===== src/rtl/sdram_init_refresh.sv =====
// sdram_init_refresh
//   Power-up initialiser and auto-refresh scheduler for a single SDRAM.
//   It owns the command bus from reset until the mode register is loaded.
//   After that it takes single refresh slots whenever the access path
//   reports idle. Refreshes that fall due while the access path is busy
//   are counted, and ref_urgent lets the bus-cycle logic stall new RAM
//   accesses so the backlog can drain.
//
// Ports
//   MEMCLK        in   memory clock, all logic on the rising edge
//   RESET         in   synchronous reset, active-high
//   ctrl_idle     in   access path idle with all banks precharged
//   own_bus       out  1 = this block drives the command/address pins
//   cke           out  SDRAM clock enable
//   cs_n..we_n    out  SDRAM command
//   ma[11:0]      out  address (A10 for PRECHARGE ALL, mode word for MRS)
//   ba[1:0]       out  bank address, always 0
//   init_done     out  init sequence finished, sticky until RESET
//   ref_pending   out  refreshes owed
//   ref_urgent    out  ref_pending at saturation
//   ref_overflow  out  sticky, an interval expired while saturated
//
// Timing parameters TRP, TRFC and TMRD must be >= 2; each wait state
// lasts (param - 1) cycles after its one-cycle command.

`default_nettype none

module sdram_init_refresh #(
  parameter int          INIT_WAIT    = 10000,
  parameter int          INIT_REFS    = 8,
  parameter int          REF_INTERVAL = 780,
  parameter int          MAX_PENDING  = 4,
  parameter int          TRP          = 2,
  parameter int          TRFC         = 7,
  parameter int          TMRD         = 2,
  parameter logic [11:0] MODE_REG     = 12'h020
) (
  input  logic        MEMCLK,
  input  logic        RESET,
  input  logic        ctrl_idle,
  output logic        own_bus,
  output logic        cke,
  output logic        cs_n,
  output logic        ras_n,
  output logic        cas_n,
  output logic        we_n,
  output logic [11:0] ma,
  output logic [1:0]  ba,
  output logic        init_done,
  output logic [2:0]  ref_pending,
  output logic        ref_urgent,
  output logic        ref_overflow
);

  // state    | meaning
  // ---------+-----------------------------------------------------
  // S_RST    | held in reset: cke low, bus deselected
  // S_WAIT   | power-up NOP wait, INIT_WAIT cycles
  // S_PRE    | PRECHARGE ALL
  // S_TRP_W  | NOP, TRP-1 cycles
  // S_REF    | init AUTO REFRESH
  // S_RFC_W  | NOP, TRFC-1 cycles; loops to S_REF until INIT_REFS done
  // S_MRS    | LOAD MODE REGISTER
  // S_MRD_W  | NOP, TMRD-1 cycles
  // S_IDLE   | bus released to the access path
  // S_AREF   | scheduled AUTO REFRESH
  // S_ARFC_W | NOP, TRFC-1 cycles, then back to S_IDLE

  localparam int TMR_W = $clog2(INIT_WAIT + TRP + TRFC + TMRD + 1);
  localparam int RC_W  = $clog2(INIT_REFS + 1);
  localparam int IC_W  = (REF_INTERVAL > 1) ? $clog2(REF_INTERVAL) : 1;

  localparam logic [2:0]      MAX_P      = 3'(MAX_PENDING);
  localparam logic [IC_W-1:0] IVL_RELOAD = IC_W'(REF_INTERVAL - 1);

  typedef enum logic [3:0] {
    S_RST,
    S_WAIT,
    S_PRE,
    S_TRP_W,
    S_REF,
    S_RFC_W,
    S_MRS,
    S_MRD_W,
    S_IDLE,
    S_AREF,
    S_ARFC_W
  } state_t;

  state_t           state, state_nxt;
  logic [TMR_W-1:0] tmr, tmr_nxt;
  logic [RC_W-1:0]  ref_cnt, ref_cnt_nxt;
  logic [IC_W-1:0]  ivl_cnt;
  logic             tmr_tc;
  logic             expire;
  logic             aref_issue;

  assign tmr_tc     = (tmr == '0);
  assign expire     = init_done && (ivl_cnt == '0);
  assign aref_issue = (state == S_AREF);
  assign ref_urgent = (ref_pending == MAX_P);
  assign ba         = 2'b00;

  always_ff @(posedge MEMCLK) begin
    if (RESET) begin
      state   <= S_RST;
      tmr     <= '0;
      ref_cnt <= '0;
    end else begin
      state   <= state_nxt;
      tmr     <= tmr_nxt;
      ref_cnt <= ref_cnt_nxt;
    end
  end

  always_comb begin
    state_nxt   = state;
    tmr_nxt     = tmr_tc ? tmr : tmr - 1'b1;
    ref_cnt_nxt = ref_cnt;

    own_bus = 1'b1;
    cke     = 1'b1;
    cs_n    = 1'b0;
    ras_n   = 1'b1;
    cas_n   = 1'b1;
    we_n    = 1'b1;
    ma      = 12'h000;

    case (state)
      S_RST: begin
        cke         = 1'b0;
        cs_n        = 1'b1;
        state_nxt   = S_WAIT;
        tmr_nxt     = TMR_W'(INIT_WAIT - 1);
        ref_cnt_nxt = '0;
      end
      S_WAIT: begin
        if (tmr_tc) state_nxt = S_PRE;
      end
      S_PRE: begin
        ras_n     = 1'b0;
        we_n      = 1'b0;
        ma        = 12'h400;
        state_nxt = S_TRP_W;
        tmr_nxt   = TMR_W'(TRP - 2);
      end
      S_TRP_W: begin
        if (tmr_tc) state_nxt = S_REF;
      end
      S_REF: begin
        ras_n       = 1'b0;
        cas_n       = 1'b0;
        state_nxt   = S_RFC_W;
        tmr_nxt     = TMR_W'(TRFC - 2);
        ref_cnt_nxt = ref_cnt + 1'b1;
      end
      S_RFC_W: begin
        if (tmr_tc) state_nxt = (ref_cnt == RC_W'(INIT_REFS)) ? S_MRS : S_REF;
      end
      S_MRS: begin
        ras_n     = 1'b0;
        cas_n     = 1'b0;
        we_n      = 1'b0;
        ma        = MODE_REG;
        state_nxt = S_MRD_W;
        tmr_nxt   = TMR_W'(TMRD - 2);
      end
      S_MRD_W: begin
        if (tmr_tc) state_nxt = S_IDLE;
      end
      S_IDLE: begin
        // Pins are deselected here; the access path's mux ignores them.
        own_bus = 1'b0;
        cs_n    = 1'b1;
        if ((ref_pending != '0) && ctrl_idle) state_nxt = S_AREF;
      end
      S_AREF: begin
        ras_n     = 1'b0;
        cas_n     = 1'b0;
        state_nxt = S_ARFC_W;
        tmr_nxt   = TMR_W'(TRFC - 2);
      end
      S_ARFC_W: begin
        if (tmr_tc) state_nxt = S_IDLE;
      end
      default: begin
        state_nxt = S_RST;
      end
    endcase
  end

  // Refresh bookkeeping. The pending count is debited in the AREF cycle
  // itself, so by the time the FSM is back in S_IDLE the count is exact
  // and cannot trigger a duplicate refresh.
  always_ff @(posedge MEMCLK) begin
    if (RESET) begin
      ivl_cnt      <= IVL_RELOAD;
      init_done    <= 1'b0;
      ref_pending  <= 3'd0;
      ref_overflow <= 1'b0;
    end else begin
      if ((state == S_MRD_W) && tmr_tc) init_done <= 1'b1;

      if (!init_done || expire) ivl_cnt <= IVL_RELOAD;
      else                      ivl_cnt <= ivl_cnt - 1'b1;

      // An expiry coinciding with an AREF cancels out.
      if (expire && !aref_issue) begin
        if (ref_pending == MAX_P) ref_overflow <= 1'b1;
        else                      ref_pending  <= ref_pending + 1'b1;
      end else if (!expire && aref_issue) begin
        ref_pending <= ref_pending - 1'b1;
      end
    end
  end

endmodule

`default_nettype wire

===== config.mk =====
export PLATFORM = sky130hd
export DESIGN_NAME = sdram_init_refresh
export DESIGN_NICKNAME = d
export VERILOG_FILES = /design/src/rtl/sdram_init_refresh.sv
export SDC_FILE = /design/constraint.sdc
export NUM_CORES = 1
export LEC_CHECK = 0
export CORE_AREA = 4 4 96 98
export DETAILED_ROUTE_END_ITERATION = 7
export DIE_AREA = 0 0 100 102
export HOLD_SLACK_MARGIN = 0.05
export PLACE_DENSITY = 0.44
export SYNTH_ARGS = -nofsm -noshare
export SYNTH_HDL_FRONTEND = slang
export SYNTH_SLANG_ARGS = --single-unit

===== constraint.sdc =====
create_clock -name MEMCLK -period 3.6 [get_ports MEMCLK]
set_input_delay 0.54 -clock MEMCLK [delete_from_list [all_inputs] [get_ports MEMCLK]]
set_output_delay 0.54 -clock MEMCLK [all_outputs]
set_load 0.005 [all_outputs]

Yosys cells after proc, flatten, opt, wreduce, memory -nomap -nowiden. Index checks and enable logic that the tools add are counted.

Input bits: 3. Register bits: 37. Word-level logic and storage cells: 76.

Mux-type cells: 20. Add/subtract/negate cells: 5. Reductions and logical operators: 25. Equality and inequality tests: 19.

Operators by type and width (number): 14-bit case mux with 3 select lines (1); 4-bit case mux with 10 select lines (1); 11-bit case mux with 2 select lines (1); 4-bit two-way mux (5); 4-bit by 3-bit == test with 1-bit output (second input constant) (4); 4-bit == test (second input constant) (4); 14-bit logical NOT (1); 14-bit two-way mux (1); 14-bit by 1-bit subtractor with 14-bit output (second input constant) (1); 10-bit logical NOT (1); 2-bit != test (second input constant) (5); 2-bit OR reduction (5); 10-bit by 1-bit subtractor with 10-bit output (second input constant) (1); 3-bit two-way mux (3); 4-bit by 2-bit == test with 1-bit output (second input constant) (2); 4-bit case mux with 2 select lines (1); 1-bit two-way mux (6); 1-bit logical AND (5); 5-bit AND reduction (1); 4-bit by 1-bit adder with 4-bit output (second input constant) (1); 4-bit by 1-bit == test with 1-bit output (second input constant) (1); 4-bit logical NOT (1); 4-bit by 3-bit != test with 1-bit output (second input constant) (1); 2-bit AND reduction (2); other kinds (11) (14).

Depth between registers and ports, before layout. Gate-level depths: netlist of run 1.

Depth in word-level cells: 6. Gate-level depth with buffers: 11. Mapped depth without buffers: 10.

Least setup slack after synthesis of run 1. No wires, ideal clock.

Kind: register -> register. Start point: register ivl_cnt[0]. End point: register ref_pending[2]. Stages on the path, launching flop included: 12. Arrival time: 2.595 ns. Buffers on the path: 1. Library setup time: 0.121 ns. Path slack: 0.884 ns. Cell sequence: dfxtp_1 -> inv_1 -> ha_1 -> or4b_1 -> clkbuf_1 -> nor4_1 -> inv_1 -> fa_1 -> inv_1 -> nor2_1 -> a22oi_1 -> mux2_2.

Cells in the longest elaborated chain, start to end: 6.

RTL lines: from (decl) (RTL line 93) `logic [IC_W-1:0] ivl_cnt;`; from (signal assigned) (RTL line 205) `else ivl_cnt <= ivl_cnt - 1'b1;`; 10-bit logical NOT (*) (RTL line 99) `assign expire = init_done && (ivl_cnt == '0);`; 1-bit logical AND (*) (RTL line 99); 1-bit logical NOT (RTL line 211) `end else if (!expire && aref_issue) begin`; 1-bit logical AND (RTL line 211); 2-bit nonzero test (no source line); 2-bit AND reduction (no source line); to (signal assigned) (RTL line 210) `else ref_pending <= ref_pending + 1'b1;`; to (signal assigned) (RTL line 212) `ref_pending <= ref_pending - 1'b1;`; to (decl) (RTL line 50) `output logic [2:0] ref_pending,`.

Mark *: on every way between the ends. The rest lies on a longest branch, timed or not. A chain may end at the register's enable or synchronous reset.

Final worst setup path of run 1. Ends and elaborated chain as after synthesis.

==> impl_metrics.prom, run 1 <==
# TYPE chip_impl_metric gauge
chip_impl_metric{name="critPathRequiredTime",unit="ns"} 3.78
chip_impl_metric{name="port_buffers",unit=""} 16
chip_impl_metric{name="postRouteAntennaNets",unit=""} 0
chip_impl_metric{name="fin_nets",unit=""} 269
chip_impl_metric{name="syn-mean-instance-area",unit="µm²"} 8.24
chip_impl_metric{name="detailedRoute.firstPassIterationCount",unit=""} 4
chip_impl_metric{name="floorplan.die_area",unit="µm²"} 10200
chip_impl_info{name="slowest_stage",value="sky130_fd_sc_hd__or4b_1"} 1
chip_impl_metric{name="grt.total_usage",unit=""} 0.0955
chip_impl_metric{name="area_growth_from_synthesis_to_final_layout",unit="%"} 15.2
chip_impl_metric{name="core-area",unit="µm²"} 8470
chip_impl_metric{name="timing.max_slew.rel_slack",unit=""} 0.452
chip_impl_metric{name="tritoncts.num_buffers",unit=""} 5
chip_impl_metric{name="pin_count_of_the_biggest_net_entering_global_routing",unit=""} 21
chip_impl_info{name="final_common_cell",value="sky130_fd_sc_hd__dfxtp_1"} 1
chip_impl_info{name="startpoint_class_of_the_critical_path",value="flip-flop"} 1
chip_impl_metric{name="antenna-diode-count",unit=""} 0
chip_impl_metric{name="synth-seq-area-share",unit=""} 0.361
chip_impl_info{name="cp_cell_instances",value="inv_1 > ha_1 > or4b_1 > nor4_1 > inv_1 > fa_1 > inv_1 > nor2_1 > a22oi_1 > mux2_2"} 1
chip_impl_metric{name="overflow",unit=""} 0
chip_impl_metric{name="die_height",unit="µm"} 102
chip_impl_metric{name="gp_congestion",unit=""} 0.758
chip_impl_metric{name="finalCoreUtilization",unit=""} 0.279
chip_impl_metric{name="ir_worst_vdd",unit="mV"} 0.165
chip_impl_info{name="worst_hold_startpoint",value="ivl_cnt[0]"} 1
chip_impl_metric{name="floorplan_die_width",unit="µm"} 100
chip_impl_metric{name="detailed_placer_s_ending_hpwl",unit="µm"} 3290
chip_impl_info{name="grt.busiest_layer",value="met2"} 1
chip_impl_metric{name="detail_route.vias_per_cell",unit=""} 4.67
chip_impl_info{name="setup.worst_path.class",value="flip-flop to flip-flop"} 1
chip_impl_metric{name="synth-async-reset-ratio",unit=""} 0
chip_impl_metric{name="route.vias.total",unit=""} 1724
chip_impl_metric{name="globalRouteMet1Util",unit=""} 0.122
chip_impl_metric{name="leakage",unit="nW"} 0.841
chip_impl_metric{name="cpPeakStageDelay",unit="ns"} 0.60
chip_impl_info{name="layout.cells.most_common_list",value="sky130_fd_sc_hd__dfxtp_1, sky130_fd_sc_hd__a21oi_1, sky130_fd_sc_hd__nor2_1"} 1
chip_impl_metric{name="netlist_area",unit="µm²"} 2050
chip_impl_metric{name="totalNegativeSetupSlack",unit="ns"} 0
chip_impl_info{name="status",value="finished, final reports clean"} 1
chip_impl_metric{name="postCtsHoldBufs",unit=""} 0
chip_impl_metric{name="hold_slack",unit="ns"} 0.416
chip_impl_info{name="worstSetupEndpointType",value="flip-flop"} 1
chip_impl_metric{name="syn_inst",unit=""} 249
chip_impl_info{name="cts_tree",value="built"} 1
chip_impl_metric{name="cap_violations",unit=""} 0
chip_impl_metric{name="cts_max_level",unit=""} 2
chip_impl_metric{name="timing.final.ws_setup",unit="ns"} 0.631
chip_impl_metric{name="routedWlPerCell",unit="µm"} 12.1
chip_impl_info{name="holdCritPathClass",value="flip-flop to flip-flop"} 1
chip_impl_metric{name="post-cts-setup-buffer-count",unit=""} 0
chip_impl_metric{name="p_per_cell_area",unit="nW/µm²"} 416
chip_impl_info{name="startpoint",value="ivl_cnt[0]"} 1
chip_impl_metric{name="initial_utilization",unit=""} 0.242
chip_impl_info{name="unrepaired_setup_endpoints_after_global_routing",value="false"} 1
chip_impl_info{name="ys.flop_type",value="sky130_fd_sc_hd__dfxtp_1"} 1
chip_impl_metric{name="cts_buffer_depth",unit=""} 2
chip_impl_metric{name="dpl_worst_slack",unit="ns"} 0.620
chip_impl_metric{name="clock_latency",unit="ns"} 0.29
chip_impl_metric{name="gr-usage-met2",unit=""} 0.160
chip_impl_metric{name="io_pins",unit=""} 29
chip_impl_metric{name="placementRows",unit=""} 34
chip_impl_metric{name="clock-skew-final",unit="ns"} 0.00994
chip_impl_metric{name="final_period_minus_worst_setup_slack",unit="ns"} 2.97
chip_impl_info{name="critPathMostFrequentCell",value="sky130_fd_sc_hd__inv_1"} 1
chip_impl_metric{name="clock_sinks",unit=""} 37
chip_impl_info{name="clockRootBuffer",value="sky130_fd_sc_hd__clkbuf_8"} 1
chip_impl_metric{name="number_of_flops_mapped_to_enable_cells_by_yosys",unit=""} 0
chip_impl_metric{name="first_global_vias",unit=""} 1665
chip_impl_metric{name="max_freq",unit="MHz"} 337
chip_impl_metric{name="grt.met3_usage",unit=""} 0.0225
chip_impl_metric{name="synth-warning-count",unit=""} 0
chip_impl_metric{name="cp_data_arrival_time",unit="ns"} 3.15
chip_impl_metric{name="worstPathMaxFanout",unit=""} 8
chip_impl_metric{name="grt_pass1_wl",unit="µm"} 7940
chip_impl_metric{name="initial_antenna_violation_count",unit=""} 0
chip_impl_metric{name="fin_total_pwr",unit="mW"} 0.985
chip_impl_metric{name="final.period_utilization",unit=""} 0.825
chip_impl_info{name="crit-reg2reg-launch",value="ivl_cnt[0]"} 1
chip_impl_metric{name="finalSetupViolations",unit=""} 0
chip_impl_metric{name="timing.final.max_slew_violations",unit=""} 0
chip_impl_metric{name="detail_route.drc_violations",unit=""} 0
chip_impl_metric{name="hold_viol",unit=""} 0
chip_impl_metric{name="wirelength",unit="µm"} 4470
chip_impl_metric{name="initialDrtViolationCount",unit=""} 89
chip_impl_metric{name="cts_resized",unit=""} 0
chip_impl_metric{name="tightest_slew",unit="ns"} 0.820
chip_impl_metric{name="drive_gt1_frac",unit=""} 0.0881
chip_impl_metric{name="post_synth_num_cell_types",unit=""} 48
chip_impl_metric{name="clkTransAtPathRegs",unit="ns"} 0.08
chip_impl_metric{name="ys_seq_elements",unit=""} 37
cell usage after synthesis (all sizes together), types with 3 or more instances:
cell,number,share of area
dfxtp,37,0.36
a21oi,23,0.060
nor2,20,0.037
nand2,18,0.033
buf,14,0.049
inv,12,0.022
clkbuf,11,0.020
o21ai,9,0.022
or4,9,0.035
nor4,8,0.024
nor3,7,0.017
xnor2,7,0.030
or3,6,0.018
ha,5,0.030
nand3,5,0.012
nand3b,5,0.018
o31a,5,0.021
o31ai,5,0.018
or2,5,0.015
or4b,4,0.021
nand2b,3,0.0091
nor2b,3,0.0091
critical path: cells and delay by family (launching register included):
kind	cells	cell delay, ns
simple gates	3	1.19
buf+inv	3	0.26
fa+ha+maj	2	0.56
flops	1	0.33
mux	1	0.35
compound gates	1	0.18
kinds of logic after synthesis:
logic type / Yosys count / synth area share
buf+inv: 37 / 0.0909
mux: 4 / 0.0207
other cells: 1 / 0.00183
xor+xnor: 7 / 0.0299
flops: 37 / 0.361
fa+ha+maj: 6 / 0.0402
simple gates: 101 / 0.279
compound gates: 56 / 0.176
per-layer routing:
metal / up-vias / routed length, µm
li1: 889 / -
met3: 6 / 150
met4: 0 / 57
met1: 805 / 2160
met2: 24 / 2100
met5: - / 0
state kept, by name, summed over array words and instances (netlist names):
name and count:
init_done 1, ivl_cnt 10, ref_cnt 4, ref_overflow 1, ref_pending 3, state 4, tmr 14
power breakdown:
| group | switching [mW] | total [mW] | internal (mW) |
|---|---|---|---|
| Clock | 0.152 | 0.307 | 0.155 |
| Combinational | 0.118 | 0.215 | 0.0971 |
| Sequential | 0.0286 | 0.462 | 0.433 |
| Total | 0.299 | 0.985 | 0.686 |
through the flow:
stage,std cells,instance area (µm²)
after floorplan,260,2090
after global placement,361,2270
after detailed placement,361,2270
after CTS,369,2360
after global routing,369,2360
final,369,2360
final timing paths:
| kind | end | slack, ns | cells past startpoint |
|---|---|---|---|
| hold reg to reg | ivl_cnt[0] | 0.42 | 1 |
| hold / removal | ivl_cnt[0] | 0.42 | 1 |
| setup / recovery | ref_pending[2] | 0.63 | 10 |
| setup reg to reg | ref_pending[2] | 0.63 | 10 |
layout make-up:
cell class | instances | area, µm²
well taps | 108 | 135
fillers | 894 | 6100
clock inverters | 2 | 13.8
repair buffers | 18 | 175
flip-flops and latches | 37 | 741
multi-input cells | 186 | 1170
inverters | 12 | 45.0
clock buffers | 6 | 82.6
(Power assumes the default switching activity.)
==> run 2, diff against run 1 <==
Settings changed: PLACE_DENSITY 0.44 to 0.46.
Clock period 3.6 ns to 2.46 ns, I/O delays scaled along.
==> impl_metrics.prom, run 2 (synthesis gave the netlist of run 1 again) <==
# TYPE chip_impl_metric gauge
chip_impl_info{name="layout.cells.most_common_list",value="sky130_fd_sc_hd__dfxtp_1, sky130_fd_sc_hd__a21oi_1, sky130_fd_sc_hd__buf_4"} 1
chip_impl_metric{name="overflow",unit=""} 0
chip_impl_metric{name="worstPathMaxFanout",unit=""} 3
chip_impl_info{name="slowest_stage",value="sky130_fd_sc_hd__or4b_4"} 1
chip_impl_metric{name="finalSetupViolations",unit=""} 0
chip_impl_metric{name="grt_pass1_wl",unit="µm"} 7990
chip_impl_metric{name="initial_utilization",unit=""} 0.242
chip_impl_metric{name="hold_viol",unit=""} 0
chip_impl_metric{name="port_buffers",unit=""} 16
chip_impl_metric{name="cts_max_level",unit=""} 2
chip_impl_info{name="crit-reg2reg-launch",value="ivl_cnt[1]"} 1
chip_impl_metric{name="core-area",unit="µm²"} 8470
chip_impl_metric{name="max_freq",unit="MHz"} 422
chip_impl_metric{name="leakage",unit="nW"} 0.936
chip_impl_info{name="setup.worst_path.class",value="flip-flop to flip-flop"} 1
chip_impl_info{name="holdCritPathClass",value="flip-flop to flip-flop"} 1
chip_impl_metric{name="timing.final.max_slew_violations",unit=""} 0
chip_impl_metric{name="postCtsHoldBufs",unit=""} 0
chip_impl_metric{name="stdcell_area",unit="µm²"} 2520
chip_impl_metric{name="tightest_slew",unit="ns"} 0.658
chip_impl_info{name="critPathMostFrequentCell",value="sky130_fd_sc_hd__inv_1"} 1
chip_impl_metric{name="floorplan.die_area",unit="µm²"} 10200
chip_impl_metric{name="final_period_minus_worst_setup_slack",unit="ns"} 2.37
chip_impl_metric{name="pin_count_of_the_biggest_net_entering_global_routing",unit=""} 14
chip_impl_metric{name="antenna-diode-count",unit=""} 0
chip_impl_info{name="worst_hold_startpoint",value="ref_overflow"} 1
chip_impl_metric{name="placementRows",unit=""} 34
chip_impl_info{name="largestRegisters",value="tmr (14), ivl_cnt (10)"} 1
chip_impl_metric{name="clkTransAtPathRegs",unit="ns"} 0.08
chip_impl_metric{name="detail_route.drc_violations",unit=""} 0
chip_impl_metric{name="p_per_cell_area",unit="nW/µm²"} 571
chip_impl_info{name="worstSetupEndpointType",value="flip-flop"} 1
chip_impl_metric{name="gp_congestion",unit=""} 0.734
chip_impl_info{name="startpoint_class_of_the_critical_path",value="flip-flop"} 1
chip_impl_metric{name="largest_register_ff_count",unit=""} 14
chip_impl_metric{name="detail_route.vias_per_cell",unit=""} 4.61
chip_impl_metric{name="postRouteAntennaNets",unit=""} 0
chip_impl_metric{name="detailedRoute.firstPassIterationCount",unit=""} 4
chip_impl_metric{name="post-cts-setup-buffer-count",unit=""} 0
chip_impl_metric{name="initial_antenna_violation_count",unit=""} 0
chip_impl_metric{name="clock_latency",unit="ns"} 0.29
chip_impl_metric{name="floorplan_die_width",unit="µm"} 100
chip_impl_info{name="family_of_cells_with_the_greatest_summed_delay_on_the_critical_path",value="simple AND/OR/NAND/NOR gates"} 1
chip_impl_metric{name="cpPeakStageDelay",unit="ns"} 0.49
chip_impl_info{name="cp_cell_instances",value="inv_1 > ha_1 > or4b_4 > nor4_4 > inv_1 > fa_1 > inv_1 > nor2_1 > a22oi_1 > mux2_2"} 1
chip_impl_metric{name="reg2reg_setup_slack",unit="ns"} 0.09
chip_impl_info{name="unrepaired_setup_endpoints_after_global_routing",value="true"} 1
chip_impl_metric{name="clock_sinks",unit=""} 37
chip_impl_metric{name="dpl_cell_area",unit="µm²"} 2430
chip_impl_metric{name="cap_violations",unit=""} 0
chip_impl_metric{name="initialDrtViolationCount",unit=""} 79
chip_impl_metric{name="timing.max_slew.rel_slack",unit=""} 0.560
chip_impl_info{name="r2r-end",value="ref_pending[2]"} 1
chip_impl_info{name="largest-register",value="tmr"} 1
chip_impl_metric{name="clock-skew-final",unit="ns"} 0.00418
chip_impl_metric{name="cts_buffer_depth",unit=""} 2
chip_impl_metric{name="die_height",unit="µm"} 102
chip_impl_metric{name="ir_worst_vdd",unit="mV"} 0.198
chip_impl_metric{name="fin_total_pwr",unit="mW"} 1.44
chip_impl_metric{name="detailed_placer_s_ending_hpwl",unit="µm"} 3490
chip_impl_metric{name="first_global_vias",unit=""} 1646
chip_impl_metric{name="holdPathStages",unit=""} 2
chip_impl_metric{name="wirelength",unit="µm"} 4690
chip_impl_info{name="final_common_cell",value="sky130_fd_sc_hd__dfxtp_1"} 1
chip_impl_metric{name="cp_data_arrival_time",unit="ns"} 2.55
chip_impl_metric{name="critical_path.n_buffers_inverters",unit=""} 3
chip_impl_metric{name="worst_r2r_path_depth",unit=""} 10
chip_impl_info{name="status",value="finished, final reports clean"} 1
chip_impl_metric{name="fin_nets",unit=""} 288
chip_impl_metric{name="io_pins",unit=""} 29
chip_impl_info{name="clockRootBuffer",value="sky130_fd_sc_hd__clkbuf_8"} 1
chip_impl_metric{name="critPathRequiredTime",unit="ns"} 2.64
chip_impl_metric{name="area_growth_from_synthesis_to_final_layout",unit="%"} 22.6
chip_impl_info{name="cts_tree",value="built"} 1
chip_impl_metric{name="final.period_utilization",unit=""} 0.963
chip_impl_metric{name="routedWlPerCell",unit="µm"} 12.1
chip_impl_metric{name="route.vias.total",unit=""} 1787
chip_impl_info{name="whs_endpoint",value="ref_overflow"} 1
chip_impl_metric{name="drive_gt1_frac",unit=""} 0.157
chip_impl_metric{name="tritoncts.num_buffers",unit=""} 5
chip_impl_metric{name="grt.total_usage",unit=""} 0.0965
run 2: area by class of cell:
type                            count  area [µm²]
Clock buffer                        6        72.6
Clock inverter                      2        10.0
Fill cell                         921        5950
Inverter                           12        45.0
Multi-Input combinational cell    186        1190
Sequential cell                    37         741
Tap cell                          108         135
Timing Repair Buffer               37         318
run 2: worst max path at each step:
stage,slack [ns],startpoint,cells past startpoint,end
floorplan,0.004,ivl_cnt[0],11,ref_pending[2]
global placement,0.07,ivl_cnt[1],10,ref_pending[2]
detailed placement,0.05,ivl_cnt[1],10,ref_pending[2]
CTS,0.03,ivl_cnt[1],10,ref_pending[2]
global route,-0.08,ivl_cnt[1],10,ref_pending[2]
finish,0.09,ivl_cnt[1],10,ref_pending[2]
run 2: worst reg2reg max path: stages, from the launching register on:
cell                      delay, ns
sky130_fd_sc_hd__dfxtp_1       0.32
sky130_fd_sc_hd__inv_1         0.05
sky130_fd_sc_hd__ha_1          0.16
sky130_fd_sc_hd__or4b_4        0.49
sky130_fd_sc_hd__nor4_4        0.17
sky130_fd_sc_hd__inv_1         0.08
sky130_fd_sc_hd__fa_1          0.35
sky130_fd_sc_hd__inv_1         0.07
sky130_fd_sc_hd__nor2_1        0.04
sky130_fd_sc_hd__a22oi_1       0.18
sky130_fd_sc_hd__mux2_2        0.35
run 2: layer usage:
layer | up-vias | global-route usage | share of wire | wire length (µm)
met5 | - | 0 | 0 | 0
met4 | 0 | 0.0311 | 0.010 | 47
met3 | 6 | 0.0259 | 0.031 | 145
met2 | 22 | 0.147 | 0.45 | 2100
met1 | 828 | 0.133 | 0.51 | 2390
li1 | 931 | - | - | -
run 2: power by group:
| group | leakage, nW | switching [mW] | internal (mW) | total (mW) |
|---|---|---|---|---|
| Combinational | 0.589 | 0.189 | 0.162 | 0.350 |
| Sequential | 0.301 | 0.0306 | 0.634 | 0.665 |
| Clock | 0.0450 | 0.225 | 0.197 | 0.421 |
run 2: timing repair:
| item | CTS | global route |
|---|---|---|
| resized for setup | 0 | 2 |
| endpoints found under the setup margin | 0 | 1 |
| endpoints found under the hold margin | 0 | 0 |
run 2: per-stage QoR:
step            util  cells  setup slack (ns)  TNS, ns  hold WS (ns)
2_1_floorplan      -    260           0.00432        0         0.379
3_3_place_gp   0.287    380            0.0676        0         0.457
3_5_place_dp   0.287    380            0.0478        0         0.463
4_1_cts        0.296    388            0.0349        0         0.487
5_1_grt        0.297    388           -0.0849  -0.0849         0.522
6_report       0.297    388            0.0901        0         0.474
